--- src/rtl/pipe_ctrl_pkg.sv ---
// +----------------------------------------------------------------------+
// | pipe_ctrl_pkg                                                        |
// | Shared types and constants for the pipeline hazard controller.       |
// | Revision: 1.0                                                        |
// +----------------------------------------------------------------------+
`default_nettype none

package pipe_ctrl_pkg;

  typedef enum logic [1:0] {
    F_IDLE    = 2'd0,
    F_FETCH   = 2'd1,
    F_DISCARD = 2'd2
  } fetch_state_t;

  localparam logic [1:0] FWD_RF  = 2'b00;
  localparam logic [1:0] FWD_WB  = 2'b01;
  localparam logic [1:0] FWD_MEM = 2'b10;

  localparam logic [4:0] REG_ZERO = 5'd0;

  // MEM result is younger than WB, so it wins when both match.
  function automatic logic [1:0] fwd_sel(
    input logic [4:0] rs,
    input logic [4:0] rd_m,
    input logic       we_m,
    input logic [4:0] rd_w,
    input logic       we_w
  );
    if (we_m && (rd_m != REG_ZERO) && (rd_m == rs))
      return FWD_MEM;
    else if (we_w && (rd_w != REG_ZERO) && (rd_w == rs))
      return FWD_WB;
    else
      return FWD_RF;
  endfunction

endpackage

`default_nettype wire

--- src/rtl/sat_counter.sv ---
// +----------------------------------------------------------------------+
// | sat_counter                                                          |
// | Event counter that sticks at all-ones; synchronous clear wins.       |
// | Revision: 1.0                                                        |
// +----------------------------------------------------------------------+
`default_nettype none

module sat_counter #(
  parameter int CNT_W = 32
) (
  input  logic             clk,
  input  logic             reset_n,
  input  logic             clr,
  input  logic             inc,
  output logic [CNT_W-1:0] count
);

  localparam logic [CNT_W-1:0] C_MAX = {CNT_W{1'b1}};
  localparam logic [CNT_W-1:0] C_ONE = {{(CNT_W-1){1'b0}}, 1'b1};

  logic [CNT_W-1:0] r_count;

  always_ff @(posedge clk or negedge reset_n) begin
    if (!reset_n)
      r_count <= '0;
    else if (clr)
      r_count <= '0;
    else if (inc && (r_count != C_MAX))
      r_count <= r_count + C_ONE;
  end

  assign count = r_count;

endmodule

`default_nettype wire

--- src/rtl/hazard_ctrl.sv ---
// +----------------------------------------------------------------------+
// | hazard_ctrl                                                          |
// | Stall/flush/forward control and fetch sequencing for the 5-stage     |
// | RV32I pipeline, with saturating activity counters.                   |
// | Revision: 1.0                                                        |
// +----------------------------------------------------------------------+
`default_nettype none

module hazard_ctrl
  import pipe_ctrl_pkg::*;
#(
  parameter int CNT_W = 32
) (
  input  logic             clk,
  input  logic             reset_n,
  input  logic [4:0]       Rs1D,
  input  logic [4:0]       Rs2D,
  input  logic [4:0]       Rs1E,
  input  logic [4:0]       Rs2E,
  input  logic [4:0]       RdE,
  input  logic             ResultSrcE0,
  input  logic             RegWriteE,
  input  logic             PCSrcE,
  input  logic [4:0]       RdM,
  input  logic [4:0]       RdW,
  input  logic             RegWriteM,
  input  logic             RegWriteW,
  input  logic             imem_ready,
  input  logic             cnt_clr,
  output logic             imem_req,
  output logic             StallF,
  output logic             StallD,
  output logic             FlushD,
  output logic             FlushE,
  output logic [1:0]       ForwardAE,
  output logic [1:0]       ForwardBE,
  output logic [CNT_W-1:0] lu_stall_cnt,
  output logic [CNT_W-1:0] redirect_cnt,
  output logic [CNT_W-1:0] fetch_wait_cnt
);

  fetch_state_t r_state;
  fetch_state_t w_next_state;
  logic         w_lw_stall;
  logic         w_fetch_wait;

  assign w_lw_stall = ResultSrcE0 & RegWriteE & (RdE != REG_ZERO) &
                      ((Rs1D == RdE) | (Rs2D == RdE));

  assign ForwardAE = fwd_sel(Rs1E, RdM, RegWriteM, RdW, RegWriteW);
  assign ForwardBE = fwd_sel(Rs2E, RdM, RegWriteM, RdW, RegWriteW);

  always_ff @(posedge clk or negedge reset_n) begin
    if (!reset_n)
      r_state <= F_IDLE;
    else
      r_state <= w_next_state;
  end

  always_comb begin
    w_next_state = r_state;
    imem_req     = 1'b0;
    w_fetch_wait = 1'b0;
    StallF       = 1'b0;
    StallD       = 1'b0;
    FlushD       = 1'b0;
    FlushE       = 1'b0;

    case (r_state)
      F_IDLE:    w_next_state = F_FETCH;
      F_FETCH: begin
        imem_req     = 1'b1;
        w_fetch_wait = ~imem_ready;
        // PC already took the target; the in-flight response is now stale.
        if (PCSrcE && !imem_ready)
          w_next_state = F_DISCARD;
      end
      F_DISCARD: begin
        if (imem_ready)
          w_next_state = F_FETCH;
      end
      default:   w_next_state = F_IDLE;
    endcase

    if (PCSrcE) begin
      FlushD = 1'b1;
      FlushE = 1'b1;
    end else if (w_lw_stall) begin
      StallF = 1'b1;
      StallD = 1'b1;
      FlushE = 1'b1;
    end else if (w_fetch_wait) begin
      StallF = 1'b1;
      FlushD = 1'b1;
    end

    // No valid instruction arrives outside F_FETCH, so ID gets a bubble
    // unless a load-use hazard must hold the instruction already there.
    if ((r_state != F_FETCH) && !(w_lw_stall && !PCSrcE)) begin
      FlushD = 1'b1;
      StallF = ~PCSrcE;
    end
  end

  sat_counter #(.CNT_W(CNT_W)) u_lu_stall_cnt (
    .clk     (clk),
    .reset_n (reset_n),
    .clr     (cnt_clr),
    .inc     (StallD),
    .count   (lu_stall_cnt)
  );

  sat_counter #(.CNT_W(CNT_W)) u_redirect_cnt (
    .clk     (clk),
    .reset_n (reset_n),
    .clr     (cnt_clr),
    .inc     (PCSrcE),
    .count   (redirect_cnt)
  );

  sat_counter #(.CNT_W(CNT_W)) u_fetch_wait_cnt (
    .clk     (clk),
    .reset_n (reset_n),
    .clr     (cnt_clr),
    .inc     (w_fetch_wait),
    .count   (fetch_wait_cnt)
  );

endmodule

`default_nettype wire

--- config.mk ---
export PLATFORM = sky130hd
export DESIGN_NAME = hazard_ctrl
export DESIGN_NICKNAME = d
export VERILOG_FILES = /design/src/rtl/pipe_ctrl_pkg.sv /design/src/rtl/sat_counter.sv /design/src/rtl/hazard_ctrl.sv
export SDC_FILE = /design/constraint.sdc
export NUM_CORES = 1
export LEC_CHECK = 0
export BUFFER_PORTS_ARGS = -buffer_cell sky130_fd_sc_hd__buf_2
export CORE_MARGIN = 2
export CORE_UTILIZATION = 30
export CTS_CLUSTER_SIZE = 12
export DETAILED_ROUTE_END_ITERATION = 10
export SKIP_CTS_REPAIR_TIMING = 1
export SYNTH_ARGS = -nofsm -noshare
export SYNTH_HDL_FRONTEND = slang
export SYNTH_SLANG_ARGS = --single-unit
--- constraint.sdc ---
create_clock -name clk -period 2 [get_ports clk]
set_input_delay 0.2 -clock clk [delete_from_list [all_inputs] [get_ports clk]]
set_output_delay 0.2 -clock clk [all_outputs]
set_load 0.01 [all_outputs]
==> flow_metrics.py <==
metrics = {
    "run_status": {
        "outcome": "complete, but fails checks",
        "violations": "setup timing",
    },
    "logic_synthesis": {
        "synth-seq-cells": 98,
        "synthXorXnorAreaFrac_pct": 13.77,
        "synth_nets": 678,
        "synth_top_area_share_pct": 42.85,
        "yosysSeqAreaShare_pct": 42.85,
        "synthSimpleGateAreaFrac_pct": 30.65,
        "yosysWarnings": 0,
        "synth_area_leader_cell": "dfrtp_1",
        "synth_edf_count": 0,
        "synthAdderAreaFrac_pct": 0.6559,
        "synthCells": 631,
        "synth_compound_area_share_pct": 8.548,
        "synth.area.mux_share_pct": 1.530,
        "avgSynthCellArea_um2": 9.070,
        "syn_area_um2": 5723,
        "yosys.cell_types.count": 55,
        "ys_top_cells_by_area": "dfrtp_1 (43%), xor2_1 (7.7%), xnor2_1 (6.1%), nor2_1 (5.5%), nand3_1 (3.8%)",
        "synthFlopType": "dfrtp_1",
        "synth_top_family_by_area": "simple AND/OR/NAND/NOR gates",
        "async_flop_share_pct": 100.0,
    },
    "worst_setup_path": {
        "critPathRequiredTime_ns": 2.28,
        "crit_path_max_incr_delay_ns": 0.55,
        "arrival_ns": 2.33,
        "cp.buffers_inverters": 0,
        "critPathKind": "flip-flop to flip-flop",
        "endpoint_kind": "flip-flop",
        "slowest_stage": "or4_4",
        "cp_max_fo": 6,
        "crit_path_start_kind": "flip-flop",
        "cp_cell_sequence": "nand2_1, or4_4, a211oi_4, nand3_2, or3_1, a21oi_2",
        "crit_family": "simple AND/OR/NAND/NOR gates",
    },
    "die": {
        "die_y_um": 142.1,
        "rows": 50,
        "start_util_pct": 30.60,
        "die_area_um2": 20200,
        "coreArea_um2": 18710,
        "fp.dieW_um": 142.1,
        "boundaryPins": 149,
    },
    "grt": {
        "overflow": 0,
        "grt_antenna_before_repair": 2,
        "grt_max_degree": 61,
        "grt_pass1_wl_um": 27150,
        "grtUsageTotal_pct": 16.92,
        "grt_pass1_vias": 5330,
    },
    "clock_tree": {
        "cts_buffers": 9,
        "cts_root_buf": "clkbuf_16",
        "clkLatencyLatePin_ns": 0.36,
        "htreeDepth": 3,
        "cts_tree": "done",
        "cts_sinks": 98,
        "cts.clk_slew.worst_paths_ns": 0.07,
        "cts.path.max_buffers": 2,
    },
    "pwr": {
        "clkPwrFrac_pct": 43.4,
        "power.density_nw_per_um2": 528.9,
        "ir_drop_v": 0.0004129,
        "combPwrFrac_pct": 9.2,
        "leakage_nw": 3.744,
        "p_seq_share_pct": 47.3,
        "switching_share_pct": 25.73,
        "internal_power_mw": 3.150,
        "power.total_mw": 4.240,
        "power_switching_mw": 1.091,
    },
    "drt": {
        "routed_wl_um": 17450,
        "ant_nets": 0,
        "wire_per_inst_um": 15.59,
        "drcViolationCount": 0,
        "vias_per_cell": 5.055,
        "drt_iter0_markers": 234,
        "drt_pass1_iterations": 4,
        "vias": 5657,
    },
    "cells_and_area": {
        "final_cells": 1119,
        "area_delta_synth_final_pct": 40.10,
        "drive_gt1_share_pct": 37.49,
        "nNetsFinal": 925,
        "fin_util_pct": 42.86,
        "final_area_um2": 8018,
    },
    "hold_path": {
        "min_path_type": "primary input to flip-flop",
    },
    "sta": {
        "tightest_slew_ns": 0.6577,
        "setup_viol": 3,
        "fin_setup_tns_ns": -0.1040,
        "whs_ns": 0.1817,
        "fmax_mhz": 487.9,
        "maxSlewHeadroom_pct": 56.15,
        "fin_crit_sh_pct": 102.5,
        "finalCriticalPeriod_ns": 2.050,
        "rsz0062_at_grt": "true",
        "hold_viol_final": 0,
        "fin_skew_ns": 0.01710,
        "slew_viol_final": 0,
        "worst_slack_ns": -0.04952,
    },
    "run": {
        "max_cap_viol_count": 0,
    },
    "placed_design": {
        "dp.cells": 1093,
        "port_buffers": 148,
        "place_area_um2": 7512,
        "dp_slack_ns": -0.05976,
        "dp_hpwl_um": 13120,
        "gp_congestion": 0.8137,
    },
}
==> cell families after synthesis <==
group | count (synthesis)
multiplexers | 8
flip-flops | 98
AO/OA/AOI/OAI | 76
XOR/XNOR | 90
buffers and inverters | 29
AND/OR/NAND/NOR | 327
adder cells (fa/ha/maj) | 3
==> layout make-up <==
class	instances	area (um2)
well taps	234	292.8
inverters	8	30.03
clock buffers	9	225.2
fillers	1878	10690
clock inverters	7	81.33
multi-input cells	504	3314
diodes	2	5.005
repair buffers	257	1608
flip-flops and latches	98	2461
==> cell usage after synthesis, drive strengths merged, types with 5 or more instances <==
cell / instances
o21ai: 20
nand3: 45
nand4: 31
and4: 9
a21oi: 25
nand2: 52
nor2b: 8
dfrtp: 98
or4: 14
nor2: 84
a31oi: 6
and3: 12
clkbuf: 18
nor4: 11
o31ai: 5
nor3: 23
inv: 8
xnor2: 40
mux2: 6
or3: 17
xor2: 50
==> path summary, 6_finish.rpt <==
kind                                               start  slack (ns)  depth (start not counted)                          to
worst max register to register  u_lu_stall_cnt.count[14]       -0.05                          6    u_lu_stall_cnt.count[25]
min in group asynchronous                        reset_n        0.30                          2     u_lu_stall_cnt.count[6]
max in group asynchronous                        reset_n        1.15                          3  u_fetch_wait_cnt.count[26]
worst min-delay path                          imem_ready        0.18                          3                  r_state[1]
worst min register to register                r_state[0]        0.57                          2                  r_state[0]
worst max-delay path            u_lu_stall_cnt.count[14]       -0.05                          6    u_lu_stall_cnt.count[25]
==> metal layers <==
metal | wire [um] | GRT usage, % | up-vias
li1 | - | - | 2779
met1 | 8083 | 22.77 | 2738
met2 | 8320 | 27.74 | 127
met3 | 863 | 3.735 | 13
met4 | 180 | 4.158 | 0
met5 | 0 | 0 | -
==> placed cells by master (no fill, tap or decap), types with 4 or more instances in the layout <==
cell       Yosys  routed
xor2_1        50      50
nand2_1       52      49
nor2_1        84      82
xnor2_1       40      40
nand4_1       29      29
inv_1          8       8
nor2b_1        8       7
nand3_1       44      42
mux2_2         6       6
dfrtp_2        0       7
o21ai_0       20      20
and4_1         9       8
nor3_1        21      18
and3_1        12      11
dfrtp_1       98      91
or3_1         16      16
inv_6          0       4
a31oi_1        6       5
buf_4          0     106
clkbuf_16      0       9
or4_1         14      11
nor4_2         1       4
a21oi_1       25      24
o31ai_1        5       5
buf_2          3     146
nor4_1         9       6
==> state kept, by name, indices dropped and copies added (netlist names) <==
| signal | count |
|---|---|
| u_fetch_wait_cnt.count | 32 |
| u_lu_stall_cnt.count | 32 |
| u_redirect_cnt.count | 32 |
| r_state | 2 |
==> tightest hold or removal path: stages <==
cell,delay [ns]
buf_2,0.10
buf_4,0.14
nor2_1,0.05
==> power groups by stage <==
stage                     Combinational (mW)  Clock [mW]  Sequential [mW]
final                                  0.391        1.84             2.01
after floorplan                        0.161           0             2.05
after CTS                              0.389        1.90             2.01
after detailed placement               0.387           0             2.05
after global routing                   0.436        1.98             2.01
after global placement                 0.382           0             2.05
Power figures use the tool's default switching activity.
